--- config.mk ---
export PLATFORM = sky130hd
export DESIGN_NAME = fetch_queue
export DESIGN_NICKNAME = d
export VERILOG_FILES = /design/src/rtl/fetch_queue.sv
export SDC_FILE = /design/constraint.sdc
export NUM_CORES = 1
export LEC_CHECK = 0
export ABC_AREA = 0
export ABC_CLOCK_PERIOD_IN_PS = 9700
export CAP_MARGIN = 30
export CORE_ASPECT_RATIO = 1.2
export CORE_MARGIN = 3
export CORE_UTILIZATION = 30
export DETAILED_ROUTE_END_ITERATION = 10
export PLACE_DENSITY = 0.55
export SKIP_LAST_GASP = 1
export SYNTH_ARGS = -nofsm -noshare
export SYNTH_HDL_FRONTEND = slang
export SYNTH_SLANG_ARGS = --single-unit
--- constraint.sdc ---
create_clock -name clk -period 9.7 [get_ports clk]
set_input_delay 1.94 -clock clk [delete_from_list [all_inputs] [get_ports clk]]
set_output_delay 1.94 -clock clk [all_outputs]
set_load 0.03 [all_outputs]
--- src/rtl/fetch_queue.sv ---
// Instruction-fetch front end: in-order memory requests, response FIFO and
// redirect/flush handling feeding a valid/ready {pc, inst, error} stream.
module fetch_queue #(
    parameter logic [31:0] RESET_PC        = 32'h8000_0000,
    parameter int unsigned QDEPTH          = 4,
    parameter int unsigned MAX_OUTSTANDING = 2
) (
    input  logic                                 clk,
    input  logic                                 rst,
    input  logic                                 redir_valid,
    input  logic [31:0]                          redir_pc,
    output logic                                 mem_req_valid,
    input  logic                                 mem_req_ready,
    output logic [31:0]                          mem_req_addr,
    input  logic                                 mem_resp_valid,
    input  logic [31:0]                          mem_resp_data,
    input  logic                                 mem_resp_err,
    output logic                                 out_valid,
    input  logic                                 out_ready,
    output logic [31:0]                          out_pc,
    output logic [31:0]                          out_inst,
    output logic                                 out_err,
    output logic [$clog2(MAX_OUTSTANDING+1)-1:0] inflight
);

    localparam int unsigned AW = $clog2(QDEPTH);
    localparam int unsigned CW = AW + 1;
    localparam int unsigned IW = $clog2(MAX_OUTSTANDING + 1);

    typedef enum logic {RUN, HALT} state_t;

    typedef struct packed {
        logic [31:0] pc;
        logic [31:0] inst;
        logic        err;
    } entry_t;

    state_t        state, state_n;
    entry_t        fifo_mem [QDEPTH];
    entry_t        head, push_entry;
    logic [AW-1:0] rd_ptr, wr_ptr;
    logic [CW-1:0] count, count_n;
    logic [IW-1:0] inflight_n, drop_cnt, drop_n;
    logic [31:0]   fetch_pc, resp_pc, npc, misalign_pc;
    logic          misalign_pend;
    logic          acc, hold, misaligned, resp_drop, push_resp, push, pop;
    logic          room, req_valid_n;

    // Next-state evaluation shared by the control register block.
    always_comb begin
        acc        = mem_req_valid && mem_req_ready;
        hold       = mem_req_valid && !mem_req_ready;
        misaligned = redir_valid && (redir_pc[1:0] != 2'b00);
        resp_drop  = (drop_cnt != '0) || (state == HALT) || redir_valid;
        push_resp  = mem_resp_valid && !resp_drop;
        push       = push_resp || misalign_pend;
        pop        = out_valid && out_ready;
        push_entry = misalign_pend ? {misalign_pc, 32'h0, 1'b1}
                                   : {resp_pc, mem_resp_data, mem_resp_err};

        count_n    = redir_valid ? '0 : count + CW'(push) - CW'(pop);
        inflight_n = inflight + IW'(acc) - IW'(mem_resp_valid);

        state_n = state;
        if (redir_valid)
            state_n = misaligned ? HALT : RUN;
        else if (push_resp && mem_resp_err)
            state_n = HALT;

        // Every issued request reserves a FIFO slot, so responses never overflow.
        room = ((32'(count_n) + 32'(inflight_n)) < QDEPTH) &&
               (32'(inflight_n) < MAX_OUTSTANDING);
        req_valid_n = hold || ((state_n == RUN) && room);
        npc = redir_valid ? redir_pc : fetch_pc;

        // A request stuck on the bus during a redirect is still owed a drop.
        drop_n = drop_cnt;
        if (redir_valid)
            drop_n = inflight_n + IW'(hold);
        else if (mem_resp_valid && (drop_cnt != '0))
            drop_n = drop_cnt - IW'(1);
    end

    always_ff @(posedge clk) begin
        if (!rst) begin
            state         <= RUN;
            mem_req_valid <= 1'b0;
            mem_req_addr  <= RESET_PC;
            fetch_pc      <= RESET_PC;
            resp_pc       <= RESET_PC;
            drop_cnt      <= '0;
            inflight      <= '0;
            count         <= '0;
            rd_ptr        <= '0;
            wr_ptr        <= '0;
            misalign_pend <= 1'b0;
            misalign_pc   <= '0;
        end else begin
            state         <= state_n;
            mem_req_valid <= req_valid_n;
            if (!hold)
                mem_req_addr <= npc;
            fetch_pc      <= (req_valid_n && !hold) ? npc + 32'd4 : npc;
            resp_pc       <= redir_valid ? redir_pc
                                         : (push_resp ? resp_pc + 32'd4 : resp_pc);
            drop_cnt      <= drop_n;
            inflight      <= inflight_n;
            count         <= count_n;
            misalign_pend <= misaligned;
            if (misaligned)
                misalign_pc <= redir_pc;
            if (redir_valid) begin
                rd_ptr <= '0;
                wr_ptr <= '0;
            end else begin
                if (push)
                    wr_ptr <= wr_ptr + AW'(1);
                if (pop)
                    rd_ptr <= rd_ptr + AW'(1);
            end
        end
    end

    // Entry storage needs no reset; count gates visibility.
    always_ff @(posedge clk) begin
        if (push && !redir_valid)
            fifo_mem[wr_ptr] <= push_entry;
    end

    assign head      = fifo_mem[rd_ptr];
    assign out_valid = (count != '0);
    assign out_pc    = out_valid ? head.pc   : 32'h0;
    assign out_inst  = out_valid ? head.inst : 32'h0;
    assign out_err   = out_valid ? head.err  : 1'b0;

endmodule

======== Yosys cells after proc, flatten, opt, wreduce, memory -nomap -nowiden ========
Memory sizes are Yosys's and may differ from the RTL's. A register that Yosys moved wholly into a read port is not among the register bits.
Cells that the tools add are included.
word-level totals
  register bits ........................... 142
  memory bits (writable) .................. 260
  input bits .............................. 71
  output and inout bits ................... 101
  logic and storage cells ................. 71
  memories ................................ 1
memories
  name      depth  width  read ports  clocked after Yosys merged registers in  write ports  RTL line  RTL
  fifo_mem  4      65     1           1                                        1            39        entry_t fifo_mem [QDEPTH];
cells by class
  add/sub/neg operators ................... 11
  $lt $le $gt $ge ......................... 2
  multiplexer cells ....................... 18
  bitwise logic cells ..................... 2
  reduce and logical (&&, ||, !) cells .... 25
operators by type and width
  operator               count
  $mux 32                6
  $mux 65                1
  $add 32x3->32 const B  2
  $logic_and 1x1->1      11
  $mux 2                 4
  $reduce_bool 2->1      4
  $mux 1                 6
  $add 2x1->2            2
  $add 2x1->2 const B    2
  $add 3x2->4            1
  $logic_not 1->1        4
  $logic_or 1x1->1       4
  $lt 4x3->1 const B     1
  $add 3x1->3            1
  $mux 3                 1
  $reduce_bool 3->1      1
  $sub 3x1->3            1
  $lt 2x2->1 const B     1
  $not 1->1              2
  $reduce_or 2->1        1
  $sub 2x1->2            1
  $sub 2x1->2 const B    1

======== Depth between registers and ports, before layout ========
  word-level depth ........................ 16
  depth in mapped cells ................... 19
  mapped depth without buffers ............ 16

======== Worst setup path before layout ========
OpenSTA, ideal clock, no wires.
  kind .................................... input to register
  start ................................... input port redir_valid
  end ..................................... register fetch_pc[19]
  setup time .............................. 129 ps
  arrival ................................. 5328 ps
  required time ........................... 9571 ps
  setup slack ............................. 4243 ps
  cell stages on the path ................. 18
  buffers on the path ..................... 4
  cells stage by stage .................... buf_2 > inv_1 > clkbuf_1 > a21oi_1 > ha_1 > inv_1 > ha_1 > inv_1 > fa_1 > nor2_1 > ha_1 > and4b_1 > a211o_1 > or3_1 > buf_6 > buf_8 > o31ai_2 > o41ai_2
between the ends
  cells in the longest elaborated chain, start to end .. 14
  elaborated cells between the ends (all ways) .. 22
  those cells by class .................... 4 x add/sub; 1 x order compare; 6 x mux; 1 x bitwise; 10 x reduce/logical
RTL lines
  element                 RTL line  RTL
  start: declaration      10        input logic redir_valid,
  $logic_or 1x1->1        54        resp_drop = (drop_cnt != '0) || (state == HALT) || redir_valid;
  $logic_not 1->1         55        push_resp = mem_resp_valid && !resp_drop;
  $logic_and 1x1->1       55
  $logic_or 1x1->1        56        push = push_resp || misalign_pend;
  $add 3x1->3             61        count_n = redir_valid ? '0 : count + CW'(push) - CW'(pop);
  $sub 3x1->3             61
  $mux 3 (*)              61
  via count_n[1]          42        logic [CW-1:0] count, count_n;
  $add 3x2->4 (*)         71        room = ((32'(count_n) + 32'(inflight_n)) < QDEPTH) &&
  $lt 4x3->1 (*)          71
  $logic_and 1x1->1 (*)   71
  $logic_and 1x1->1 (*)   73        req_valid_n = hold || ((state_n == RUN) && room);
  $logic_or 1x1->1 (*)    73
  $logic_and 1x1->1 (*)   103       fetch_pc <= (req_valid_n && !hold) ? npc + 32'd4 : npc;
  $mux 32 (*)             103
  end signal: assignment  103
  end: declaration        44        logic [31:0] fetch_pc, resp_pc, npc, misalign_pc;
Mark *: on every way through the listed nets, which the timed path passes. The rest lies on a longest branch.
A chain may end at the register's enable or synchronous reset.

======== Worst setup path after layout ========
  start ................................... input port mem_resp_valid
  end ..................................... register fetch_pc[8]
between the ends
  cells in the longest elaborated chain, start to end .. 12
  elaborated cells between the ends (all ways) .. 18
  those cells by class .................... 4 x add/sub; 2 x order compare; 4 x mux; 1 x bitwise; 7 x reduce/logical
RTL lines
  element             RTL line  RTL
  start: declaration  15        input logic mem_resp_valid,
  $logic_and 1x1->1   55
  $logic_or 1x1->1    56
  $add 3x1->3         61
  $sub 3x1->3         61
  $mux 3              61
  via count_n[1]      42
  $add 3x2->4         71
  $lt 4x3->1          71
  $logic_and 1x1->1   71
  $logic_and 1x1->1   73
  $logic_or 1x1->1    73
  $logic_and 1x1->1   103
  $mux 32             103
The timed path passes the listed nets, and every way through them passes these cells.

==> impl_metrics.py <==
metrics = {
    "clock_tree": {
        "numCtsBuffers": 43,
        "cts.repair.resized": 0,
        "cts_htree_levels": 2,
        "cts-root-buf": "sky130_fd_sc_hd__clkbuf_16",
        "worst_skew_pair_latency_ns": 0.57,
        "post_cts_hold_buffer_count": 0,
        "clock_sinks": 404,
        "cts_tree": "yes",
        "clockBufferDepth": 3,
        "number_of_post_cts_setup_repair_buffers": 0,
        "worst_setup_hold_path_clk_slew_ns": 0.06,
    },
    "global_routing": {
        "grtUsageTotal": 0.142,
        "first_global_vias": 11200,
        "global_route.overflow_total": 0,
        "grt_first_pass_wirelength_mm": 66.3,
        "antenna_found_initial": 0,
        "largest_net_degree_at_the_start_of_global_routing": 69,
    },
    "yosys": {
        "yosys_warnings": 0,
        "post_synthesis_area_per_instance_um2": 13.3,
        "synth.top_cells.by_area": "sky130_fd_sc_hd__edfxtp_1 (46%), sky130_fd_sc_hd__dfxtp_1 (17%), sky130_fd_sc_hd__mux4_2 (8.6%)",
        "netlist.top_cell.by_area": "sky130_fd_sc_hd__edfxtp_1",
        "synth_enable_flop_cells": 260,
        "yosys-top-cells-count": "sky130_fd_sc_hd__edfxtp_1 (260), sky130_fd_sc_hd__dfxtp_1 (144), sky130_fd_sc_hd__nand2_1 (106)",
        "top_count_cell_post_synth": "sky130_fd_sc_hd__edfxtp_1",
        "syn_inst": 1282,
        "syn_area_um2": 17100,
        "synth.net_count": 1367,
        "synth.top_cell.area_share": 0.456,
        "asyncSetResetFlopFracSynth": 0,
        "synth_seq_cells": 404,
        "yosys.cell_types.count": 59,
        "dominantRegCellSynth": "sky130_fd_sc_hd__edfxtp_1",
        "synth_sequential_area_ratio": 0.625,
    },
    "power_and_ir_drop": {
        "max-vdd-ir-drop_mv": 0.109,
        "power_density_nw_per_um2": 197,
        "power.static_leakage_nw": 6.96,
    },
    "run": {
        "drv_cap": 0,
    },
    "sta": {
        "worst_clock_skew_ns": 0.0118,
        "maxSlewHeadroom": 0.292,
        "maxClockFrequency_ghz": 0.169,
        "crit_path_time_final_ns": 5.91,
        "unrepaired_setup_endpoints_after_global_routing": "no",
        "final.setup.worst_slack_ns": 3.79,
        "final_period_utilization": 0.610,
        "totalNegativeSetupSlack_ns": 0,
        "timing_hold_violations_final": 0,
        "setup_viol_count_final": 0,
        "slew_violations": 0,
        "max_slew.worst_pin.slew_ns": 1.06,
    },
    "drt": {
        "postRouteAntennaNets": 0,
        "viasPerCell": 4.90,
        "drtPass1Iterations": 5,
        "routed-via-count": 10700,
        "first_iteration_detailed_routing_drc_count": 715,
        "drt_drc_violations_left": 0,
        "postRouteWirelength_mm": 42.6,
        "route.detailed.wl_per_inst_um": 19.4,
    },
    "cells_and_area": {
        "final_standard_cell_utilization_of_the_core": 0.374,
        "area_delta_synth_final_pct": 23.0,
        "final_cell_area_um2": 21100,
        "antenna-diode-count": 0,
        "post_route_cells_drive_above_1_share": 0.141,
        "design.final.nets": 1519,
    },
    "setup_path": {
        "slowest_stage": "sky130_fd_sc_hd__nor3b_1",
        "critical_path.cell_chain": "clkdlybuf4s50_1 -> and3b_1 -> a21oi_1 -> ha_1 -> inv_1 -> ha_1 -> inv_1 -> fa_1 -> nor2_1 -> ha_1 -> and4b_1 -> nor3b_1 -> nand4_1 -> o31a_1 -> nor3_1",
        "crit_path_max_incr_delay_ns": 0.54,
        "timing.critical_path.required_ns": 10.19,
        "endpoint_kind": "flip-flop",
        "worst_ep_arrival_time_ns": 6.40,
        "start_kind": "primary input",
        "critical-path-top-cell-by-count": "sky130_fd_sc_hd__ha_1",
        "worstSetupPathType": "in -> reg",
        "path_max_fanout": 9,
    },
    "place": {
        "preCtsSetupSlack_ns": 3.21,
        "numPortBuffers": 171,
        "place_area_um2": 19700,
        "detailed_place_hpwl_mm": 27.0,
        "gp_congestion": 0.785,
    },
    "floorplanning": {
        "floorplan.rows": 95,
        "fp.dieW_um": 224,
        "floorplan.die.height_um": 268,
        "num_io_pins": 172,
        "initial_utilization": 0.304,
        "coreArea_um2": 56200,
        "dieArea_um2": 60000,
    },
    "hold_path": {
        "min_path_type": "reg -> reg",
    },
    "status": {
        "status": "finished clean",
    },
}
==> power breakdown <==
| group | internal, mW | leakage [nW] | total [mW] | switching (mW) |
|---|---|---|---|---|
| clock network | 0.931 | 0.663 | 1.62 | 0.685 |
| registers | 1.91 | 3.58 | 1.95 | 0.0433 |
| logic | 0.243 | 2.73 | 0.586 | 0.344 |
| total | 3.08 | 6.96 | 4.15 | 1.07 |
==> cell type report <==
class	count	area (um2)
multi-input cells	780	6030
well taps	727	910
repair buffers	190	1980
clock inverters	26	223
inverters	15	56.3
flip-flops and latches	404	10700
clock buffers	52	1150
fillers	5424	35200
==> logic make-up (layout without fill, tap and decap cells) <==
logic type	Yosys count	after routing	share of synthesized area
adders and majority gates	14	14	0.0107
muxes	126	126	0.124
buffers and inverters	98	283	0.0245
DFF	404	404	0.625
AOI/OAI and AO/OA	184	184	0.0684
xor gates and xnor gates	34	34	0.0192
and+or+nand+nor	422	422	0.129
==> path summary, 6_finish.rpt <==
kind	start	endpoint	slack [ns]	cells past startpoint
max	mem_resp_valid	fetch_pc[8]	3.79	15
min	misalign_pc[22]	misalign_pc[22]	0.45	2
max reg2reg	count[1]	fetch_pc[8]	4.95	15
min reg2reg	misalign_pc[22]	misalign_pc[22]	0.45	2
==> sequential cells by signal (all words and copies together), names as in the netlist, named ones only <==
signal         cells
fifo_mem         260
count              3
misalign_pend      1
rd_ptr             2
wr_ptr             2
drop_cnt           2
resp_pc           32
misalign_pc       32
state              1
inflight           2
fetch_pc          32
mem_req_valid      1
mem_req_addr      32
==> layout by cell type (no fill, tap or decap), drive strengths merged, types with 20 or more instances in the layout <==
cell           netlist  routed
mux4                65      65
nor3                34      34
clkdlybuf4s50        0     170
mux2i               28      28
a211oi              37      37
nand3               21      21
xnor2               28      28
buf                 27      20
mux2                33      33
o21ai               29      29
nand4               24      24
dfxtp              144     144
edfxtp             260     260
a21oi               70      70
nor2                65      65
clkbuf              56      52
nor2b               32      32
and2                78      78
inv                 15      20
nand2              106     106
==> critical path, delay by kind of cell <==
family	cells	cell delay, ns
AND/OR/NAND/NOR	6	1.81
buffers and inverters	3	0.61
adder cells (fa/ha/maj)	4	1.24
AO/OA/AOI/OAI	2	0.80
==> per-layer routing <==
metal | up-vias | wire length, um | track usage
li1 | 5126 | - | -
met1 | 5339 | 19000 | 0.187
met2 | 231 | 20600 | 0.241
met3 | 52 | 2130 | 0.0314
met4 | 0 | 845 | 0.0353
met5 | - | 0 | 0
==> metrics by stage <==
step	cells	hold WS, ns	total power [mW]
floorplan	1282	0.433	2.34
global placement	2109	0.438	2.57
detailed placement	2116	0.444	2.58
CTS	2194	0.453	4.22
global route	2194	0.470	4.34
finish	2194	0.451	4.15
Note: power is estimated with default switching activity, not from simulation.
